<file path="src/rtl/ram_arbiter.sv">
// Two-requester arbiter/sequencer for the 4-bit x 4096 main RAM (A = instruction fetch, B = load/store).
// Define ARB_RR_EN for round-robin tie-breaking; the default build gives port A fixed priority. RD_LAT must be >= 1.
module ram_arbiter #(
  parameter int ADDR_W = 12,
  parameter int DATA_W = 4,
  parameter int RD_LAT = 1
) (
  input  logic              clk,
  input  logic              rst_n,
  input  logic              req_a,
  input  logic              we_a,
  input  logic [ADDR_W-1:0] addr_a,
  input  logic [DATA_W-1:0] wdata_a,
  output logic              ack_a,
  output logic [DATA_W-1:0] rdata_a,
  input  logic              req_b,
  input  logic              we_b,
  input  logic [ADDR_W-1:0] addr_b,
  input  logic [DATA_W-1:0] wdata_b,
  output logic              ack_b,
  output logic [DATA_W-1:0] rdata_b,
  output logic              busy,
  output logic              ram_read,
  output logic              ram_write,
  output logic [ADDR_W-1:0] ram_addr,
  output logic [DATA_W-1:0] ram_in,
  input  logic [DATA_W-1:0] ram_out,
  output logic [1:0]        dbg_state_o
);
  localparam int CNT_W = (RD_LAT > 1) ? $clog2(RD_LAT) : 1;

  typedef enum logic [1:0] {
    IDLE   = 2'd0,
    ACCESS = 2'd1,
    WAIT   = 2'd2,
    ACK    = 2'd3
  } state_t;

  state_t            state_q, state_d;
  logic              win_b_q, win_b_d;
  logic [CNT_W-1:0]  cnt_q, cnt_d;
  logic              ram_read_q, ram_read_d;
  logic              ram_write_q, ram_write_d;
  logic [ADDR_W-1:0] ram_addr_q, ram_addr_d;
  logic [DATA_W-1:0] ram_in_q, ram_in_d;
  logic [DATA_W-1:0] rdata_a_q, rdata_a_d;
  logic [DATA_W-1:0] rdata_b_q, rdata_b_d;
  logic              ack_a_q, ack_a_d;
  logic              ack_b_q, ack_b_d;
  logic              pick_b;

`ifdef ARB_RR_EN
  // last_b_q = 1 means B won the most recent grant; a tie goes to the other port.
  logic last_b_q, last_b_d;

  assign pick_b = req_b & (~req_a | ~last_b_q);

  always_comb begin
    last_b_d = last_b_q;
    if (state_q == IDLE && (req_a || req_b)) begin
      last_b_d = pick_b;
    end
  end

  always_ff @(posedge clk or negedge rst_n) begin
    if (!rst_n) begin
      last_b_q <= 1'b1;
    end else begin
      last_b_q <= last_b_d;
    end
  end
`else
  assign pick_b = req_b & ~req_a;
`endif

  always_comb begin
    state_d     = state_q;
    win_b_d     = win_b_q;
    cnt_d       = cnt_q;
    ram_read_d  = ram_read_q;
    ram_write_d = ram_write_q;
    ram_addr_d  = ram_addr_q;
    ram_in_d    = ram_in_q;
    rdata_a_d   = rdata_a_q;
    rdata_b_d   = rdata_b_q;
    ack_a_d     = 1'b0;
    ack_b_d     = 1'b0;
    case (state_q)
      IDLE: begin
        if (req_a || req_b) begin
          win_b_d     = pick_b;
          ram_write_d = pick_b ? we_b : we_a;
          ram_read_d  = pick_b ? ~we_b : ~we_a;
          ram_addr_d  = pick_b ? addr_b : addr_a;
          ram_in_d    = pick_b ? wdata_b : wdata_a;
          state_d     = ACCESS;
        end
      end
      ACCESS: begin
        ram_read_d  = 1'b0;
        ram_write_d = 1'b0;
        if (ram_write_q) begin
          state_d = ACK;
          ack_a_d = ~win_b_q;
          ack_b_d = win_b_q;
        end else begin
          state_d = WAIT;
          cnt_d   = CNT_W'(RD_LAT - 1);
        end
      end
      WAIT: begin
        // ram_out is valid on the edge that ends the last WAIT cycle.
        if (cnt_q == '0) begin
          state_d = ACK;
          ack_a_d = ~win_b_q;
          ack_b_d = win_b_q;
          if (win_b_q) begin
            rdata_b_d = ram_out;
          end else begin
            rdata_a_d = ram_out;
          end
        end else begin
          cnt_d = cnt_q - 1'b1;
        end
      end
      ACK: begin
        state_d = IDLE;
      end
      default: begin
        state_d = IDLE;
      end
    endcase
  end

  always_ff @(posedge clk or negedge rst_n) begin
    if (!rst_n) begin
      state_q     <= IDLE;
      win_b_q     <= 1'b0;
      cnt_q       <= '0;
      ram_read_q  <= 1'b0;
      ram_write_q <= 1'b0;
      ram_addr_q  <= '0;
      ram_in_q    <= '0;
      rdata_a_q   <= '0;
      rdata_b_q   <= '0;
      ack_a_q     <= 1'b0;
      ack_b_q     <= 1'b0;
    end else begin
      state_q     <= state_d;
      win_b_q     <= win_b_d;
      cnt_q       <= cnt_d;
      ram_read_q  <= ram_read_d;
      ram_write_q <= ram_write_d;
      ram_addr_q  <= ram_addr_d;
      ram_in_q    <= ram_in_d;
      rdata_a_q   <= rdata_a_d;
      rdata_b_q   <= rdata_b_d;
      ack_a_q     <= ack_a_d;
      ack_b_q     <= ack_b_d;
    end
  end

  assign ack_a       = ack_a_q;
  assign ack_b       = ack_b_q;
  assign rdata_a     = rdata_a_q;
  assign rdata_b     = rdata_b_q;
  assign ram_read    = ram_read_q;
  assign ram_write   = ram_write_q;
  assign ram_addr    = ram_addr_q;
  assign ram_in      = ram_in_q;
  assign busy        = (state_q != IDLE);
  assign dbg_state_o = state_q;

endmodule

</file>
<file path="config.mk">
export PLATFORM = sky130hd
export DESIGN_NAME = ram_arbiter
export DESIGN_NICKNAME = d
export VERILOG_FILES = /design/src/rtl/ram_arbiter.sv
export SDC_FILE = /design/constraint.sdc
export NUM_CORES = 1
export LEC_CHECK = 0
export BUFFER_PORTS_ARGS = -buffer_cell sky130_fd_sc_hd__buf_4
export CORE_UTILIZATION = 30
export DETAILED_ROUTE_END_ITERATION = 10
export PLACE_DENSITY = 0.68
export SLEW_MARGIN = 20
export SYNTH_ARGS = -nofsm -noshare
export SYNTH_HDL_FRONTEND = slang
export SYNTH_SLANG_ARGS = --single-unit
</file>
<file path="constraint.sdc">
create_clock -name clk -period 3.6 [get_ports clk]
set_clock_uncertainty 0.2 [all_clocks]
set_input_delay 0.36 -clock clk [delete_from_list [all_inputs] [get_ports clk]]
set_output_delay 0.36 -clock clk [all_outputs]
set_load 0.01 [all_outputs]
</file>
==> results of run 1 <==
worst max-delay path, delay by kind of cell, from the launching register on:
| kind | cells | cell delay (ns) |
|---|---|---|
| adder cells (fa/ha/maj) | 1 | 0.29 |
| buffers and inverters | 3 | 0.33 |
| flip-flops | 1 | 0.43 |
flip-flops by register name, indices dropped and copies added, names as in the netlist, 2 cells and up:
| register | flops |
|---|---|
| ram_addr | 12 |
| rdata_b | 4 |
| rdata_a | 4 |
| dbg_state_o | 2 |
| ram_in | 4 |
cell usage after synthesis, drive strengths merged:
| library cell | instances |
|---|---|
| nor3b | 1 |
| mux2 | 10 |
| mux2i | 16 |
| nor2 | 5 |
| a21bo | 1 |
| inv | 4 |
| dfrtp | 31 |
| buf | 4 |
| o31ai | 3 |
| nand2b | 1 |
| clkbuf | 1 |
| nand2 | 18 |
| ha | 4 |
| o21ai | 20 |
| a21oi | 2 |
| and2 | 1 |
where the power goes:
part / internal (mW) / switching, mW
registers: 0.523 / 0.0975
clock network: 0.128 / 0.114
logic: 0.400 / 0.375
total: 1.05 / 0.586
final cells by class:
type | count | area (sq um)
tap | 52 | 65.06
sequential | 31 | 775.7
fill | 429 | 2390
multi-input combinational | 82 | 598.1
inverter | 4 | 15.01
clock buffer | 6 | 72.57
timing repair buffer | 74 | 558.0
final timing paths:
| check | end | slack (ns) | cells past startpoint | start |
|---|---|---|---|---|
| min reg2reg | ram_addr[1]$_DFFE_PN0P_ | 0.28 | 2 | ram_addr[1]$_DFFE_PN0P_ |
| max in group asynchronous | rdata_b[2]$_DFFE_PN0P_ | 2.56 | 2 | rst_n |
| max reg2reg | dbg_state_o[1]$_DFFE_PN0P_ | 1.72 | 4 | dbg_state_o[0]$_DFFE_PN0P_ |
| min | win_b_q$_DFFE_PN0P_ | 0.1 | 2 | req_a |
| max | busy | 1.71 | 4 | dbg_state_o[0]$_DFFE_PN0P_ |
| min in group asynchronous | ram_addr[4]$_DFFE_PN0P_ | 0.36 | 2 | rst_n |
layer usage:
layer  track usage  up-vias  part of all wire
met5             0        -                 0
met4       0.06667        0             0.017
met3       0.02279        5             0.045
met2        0.2340       37              0.52
met1        0.1585      522              0.42
li1              -      568                 -
cells by family after synthesis:
logic type / synth area share
flip-flops: 0.5443
adder cells (fa/ha/maj): 0.03512
multiplexers: 0.1940
buffers and inverters: 0.03599
AO/OA/AOI/OAI: 0.1124
AND/OR/NAND/NOR: 0.07814
cells in the final DEF, fill, tap and decap left out:
| cell | synthesis | layout |
|---|---|---|
| sky130_fd_sc_hd__ha_1 | 4 | 4 |
| sky130_fd_sc_hd__nand2b_1 | 1 | 1 |
| sky130_fd_sc_hd__nand2_1 | 18 | 18 |
| sky130_fd_sc_hd__o31ai_4 | 1 | 1 |
| sky130_fd_sc_hd__nor2_1 | 5 | 5 |
| sky130_fd_sc_hd__mux2_4 | 1 | 1 |
| sky130_fd_sc_hd__o21ai_0 | 1 | 1 |
| sky130_fd_sc_hd__o31ai_1 | 2 | 2 |
| sky130_fd_sc_hd__mux2i_1 | 16 | 16 |
| sky130_fd_sc_hd__clkbuf_8 | 0 | 5 |
| sky130_fd_sc_hd__dlygate4sd3_1 | 0 | 1 |
| sky130_fd_sc_hd__a21oi_1 | 2 | 2 |
| sky130_fd_sc_hd__and2_1 | 1 | 1 |
| sky130_fd_sc_hd__inv_2 | 1 | 1 |
| sky130_fd_sc_hd__mux2_1 | 9 | 9 |
| sky130_fd_sc_hd__dfrtp_1 | 31 | 31 |
| sky130_fd_sc_hd__nor3b_2 | 1 | 1 |
| sky130_fd_sc_hd__clkbuf_1 | 1 | 1 |
| sky130_fd_sc_hd__o21ai_1 | 18 | 18 |
| sky130_fd_sc_hd__a21bo_1 | 1 | 1 |
| sky130_fd_sc_hd__o21ai_2 | 1 | 1 |
| sky130_fd_sc_hd__inv_1 | 3 | 3 |
| sky130_fd_sc_hd__buf_4 | 0 | 73 |
through the flow:
stage	instance area, sq um	util	power (mW)
6_report	2085	0.4659	1.637
5_1_grt	2085	0.4659	1.771
4_1_cts	2085	0.4659	1.663
3_5_place_dp	2002	0.4474	1.415
3_3_place_gp	2002	0.4474	1.398
2_1_floorplan	1425	-	1.027
==> qor.txt, run 1 <==
area share of the largest cell type after synthesis - 0.5443
Synth-to-Final Area Change - 46.27%
sum of negative setup slack - 0 ns
vias in the first global route - 1122
final instance count without filler cells - 249
via total after detailed routing - 1132
Critical Path, Cell by Cell - inv_1 > ha_1 > inv_1 > buf_4
Worst Setup Path Type - reg2out
Final Max Tran Viols - 0
final setup margin - 1.708 ns
Resized Gates After CTS - 0
Final Setup Violations - 0
pre-CTS worst setup slack - 1.452 ns
Pwr Density - 785.5 mW/mm^2
Netlist Area Pre-Place - 0.001425 sq mm
overall die height - 70.93 um
Clock Root Buffer - sky130_fd_sc_hd__clkbuf_8
Port Buf Inserts - 72
global-route wire length before repair - 5209 um
Remaining Overflow, GRT - 0
Synth area leader - sky130_fd_sc_hd__dfrtp_1
Leak - 1.111 nW
number of detailed-routing iterations run before antenna repair - 9
final HPWL from detailed placement - 2492 um
Seq cells post-synth - 31
final hold vios - 0
CP arrival - 1.33 ns
Post-route DRC - 2
worst hold slack after final layout - 0.09874 ns
Max IR drop VDD - 0.0003854 V
Die W - 70.93 um
post-synthesis average cell area - 11.68 sq um
synth unique cells - 22
maximum level of the CTS H-tree - 2
global-route usage over all layers - 0.1337
Final min period - 1.892 ns
number of buffers added by the clock tree synthesis step - 5
Net Count, Synth - 168
Final ANT Viol Nets - 0
placed cell count - 242
share of post-route cells with drive strength above 1 - 0.4213
average vias per placed instance - 4.546
gp weighted congestion - 0.6937
Synth Warn # - 0
post-DR wirelength/cell - 12.98 um
setup repair after global routing missed its margin - no
iteration-0 DRC count of the detailed router - 47
result of the run - finished with violations
headroom to the max-slew limit - 0.3001
violated checks - design-rule violations
sequential share of the synthesized area - 0.5443
clock net sink count - 31
critical path's slowest cell - sky130_fd_sc_hd__dfrtp_1
clock latency on the worst-skew pair - 0.27 ns
final clock period utilization by the worst path - 0.5255
cells after synthesis - 122
max-cap check violation count - 0
Routed Wire Length - 3233 um
net count reported at finish - 244
starting density of the core - 0.3185
Worst Setup End Kind - primary output
kind of launch point of the worst setup path - flip-flop
cell type with the highest occurrence count on the critical path - sky130_fd_sc_hd__inv_1
clock tree from TritonCTS - done
slew at the pin closest to its max-slew limit - 1.050 ns
hold buffers post-CTS - 1
number of antenna violations at the first check in global routing - 0
antenna cells - 0
maximum clock rate - 528.6 MHz
Ports - 73
data required time of the critical path - 3.04 ns
CTS clock-pin slew for the worst setup and hold paths - 0.06 ns
cell types with the largest area share after synthesis - sky130_fd_sc_hd__dfrtp_1 (54%), sky130_fd_sc_hd__mux2i_1 (11%), sky130_fd_sc_hd__mux2_1 (7.1%)
core region area - 0.004474 sq mm
largest net degree at the start of global routing - 35
maximum fanout count along the critical path - 6
placement row count - 24
Slowest Stage Delay on Critical Path - 0.43 ns
worst hold path type - in2reg
maximum buffer depth of the clock tree - 2
total setup buffers inserted after CTS - 0
floorplan die area - 0.005030 sq mm
Note: power is estimated with default switching activity, not from simulation.
==> run 2: changes to the inputs <==
==> constraint.sdc (replaced) <==
create_clock -name clk -period 1.8 [get_ports clk]
set_clock_uncertainty 0.2 [all_clocks]
set_input_delay 0.18 -clock clk [delete_from_list [all_inputs] [get_ports clk]]
set_output_delay 0.18 -clock clk [all_outputs]
set_load 0.01 [all_outputs]
==> qor.txt, run 2 (same netlist as run 1, synthesis figures left out) <==
result of the run - finished with violations
violated checks - design-rule violations
gp weighted congestion - 0.7879
Pwr Density - 1432 mW/mm^2
setup repair after global routing missed its margin - no
share of post-route cells with drive strength above 1 - 0.3750
final clock period utilization by the worst path - 0.9401
clock net sink count - 31
Post-route DRC - 10
iteration-0 DRC count of the detailed router - 63
maximum fanout count along the critical path - 5
count of cells along the worst register-to-register path - 4
number of filler cells placed in the layout - 405
post-DR wirelength/cell - 13.59 um
CP arrival - 1.31 ns
average vias per placed instance - 4.458
Worst Setup End Kind - primary output
net count reported at finish - 277
max-cap check violation count - 0
Final Max Tran Viols - 0
Die W - 70.93 um
final HPWL from detailed placement - 2507 um
Leak - 1.270 nW
number of antenna violations at the first check in global routing - 0
vias in the first global route - 1364
floorplan die area - 0.005030 sq mm
Routed Wire Length - 3860 um
placement row count - 24
maximum buffer depth of the clock tree - 2
Remaining Overflow, GRT - 0
Final min period - 1.692 ns
largest net degree at the start of global routing - 34
Max IR drop VDD - 0.0005464 V
clock latency on the worst-skew pair - 0.27 ns
Final ANT Viol Nets - 0
placement-stage cell area - 0.002029 sq mm
max FFs per register - 12
Slowest Stage Delay on Critical Path - 0.41 ns
via total after detailed routing - 1266
Final Setup Violations - 0
sum of negative setup slack - 0 ns
final hold vios - 0
Critical Path, Cell by Cell - inv_1 > ha_1 > buf_4 > inv_1 > buf_4
Port Buf Inserts - 72
slew at the pin closest to its max-slew limit - 0.4023 ns
Resized Gates After CTS - 0
number of detailed-routing iterations run before antenna repair - 7
core region area - 0.004474 sq mm
global-route usage over all layers - 0.1614
critical path's slowest cell - sky130_fd_sc_hd__dfrtp_1
starting density of the core - 0.3185
post-route cell area - 0.002450 sq mm
worst hold path type - in2reg
number of buffers added by the clock tree synthesis step - 5
headroom to the max-slew limit - 0.7318
leading cell types in the layout, fill and taps excluded - sky130_fd_sc_hd__buf_4 (74), sky130_fd_sc_hd__dlygate4sd3_1 (32), sky130_fd_sc_hd__dfrtp_1 (31)
Worst Setup Path Type - reg2out
kind of launch point of the worst setup path - flip-flop
global-route wire length before repair - 6285 um
data required time of the critical path - 1.42 ns
Clock Root Buffer - sky130_fd_sc_hd__clkbuf_8
Synth-to-Final Area Change - 71.91%
maximum clock rate - 591.0 MHz
maximum level of the CTS H-tree - 2
number of instances on the worst hold path - 3
Ports - 73
commonest non-fill, non-tap cell in the layout - sky130_fd_sc_hd__buf_4
overall die height - 70.93 um
CTS clock-pin slew for the worst setup and hold paths - 0.07 ns
clock tree from TritonCTS - done
antenna cells - 0
[run 2: path summary, 6_finish.rpt]
kind                                            start                    endpoint  slack, ns
max                        dbg_state_o[0]$_DFFE_PN0P_                        busy       0.11
min                                         addr_b[0]     ram_addr[0]$_DFFE_PN0P_      0.003
max reg2reg                dbg_state_o[0]$_DFFE_PN0P_  dbg_state_o[1]$_DFFE_PN0P_       0.12
min reg2reg                   ram_addr[1]$_DFFE_PN0P_     ram_addr[1]$_DFFE_PN0P_       0.28
max in group asynchronous                       rst_n      rdata_b[2]$_DFFE_PN0P_       0.92
min in group asynchronous                       rst_n     ram_addr[1]$_DFFE_PN0P_       0.19
[run 2: cell type report]
cell class | count | area, sq um | area share
Clock buffer | 8 | 100.1 | 0.04086
Inverter | 4 | 15.01 | 0.006129
Multi-Input combinational cell | 82 | 598.1 | 0.2441
Sequential cell | 31 | 775.7 | 0.3166
Tap cell | 52 | 65.06 | 0.02656
Timing Repair Buffer | 107 | 895.9 | 0.3657
[run 2: where the power goes]
part	total, mW	switching [mW]	internal [mW]
Sequential	1.25	0.202	1.05
Combinational	1.66	0.782	0.881
Clock	0.598	0.249	0.349
Total	3.51	1.23	2.28
[run 2: routing by layer]
metal	vias up	wire (um)	GRT usage
met2	33	2048	0.2895
li1	636	-	-
met5	-	0	0
met1	591	1648	0.1885
met3	6	99	0.03134
met4	0	63	0.06667
[run 2: worst max-delay path, delay by kind of cell, from the launching register on]
kind | cells | cell delay [ns]
fa+ha+maj | 1 | 0.21
buf+inv | 4 | 0.42
flops | 1 | 0.41
[run 2: per-stage QoR]
stage | hold WS (ns) | util | setup slack (ns) | power [mW] | cells
6_report | 0.002832 | 0.5475 | 0.1078 | 3.509 | 284
5_1_grt | 0.003533 | 0.5475 | 0.007006 | 3.766 | 284
4_1_cts | 0.001769 | 0.5453 | 0.07449 | 3.549 | 283
3_5_place_dp | -0.06052 | 0.4536 | 0.1181 | 2.885 | 244
3_3_place_gp | -0.06182 | 0.4536 | 0.1601 | 2.837 | 244
2_1_floorplan | -0.3156 | - | 0.06716 | 2.055 | 122
[run 2: timing repair]
action,CTS,global route
setup buffers,0,0
hold endpoints to repair,53,1
hold buffers,31,1
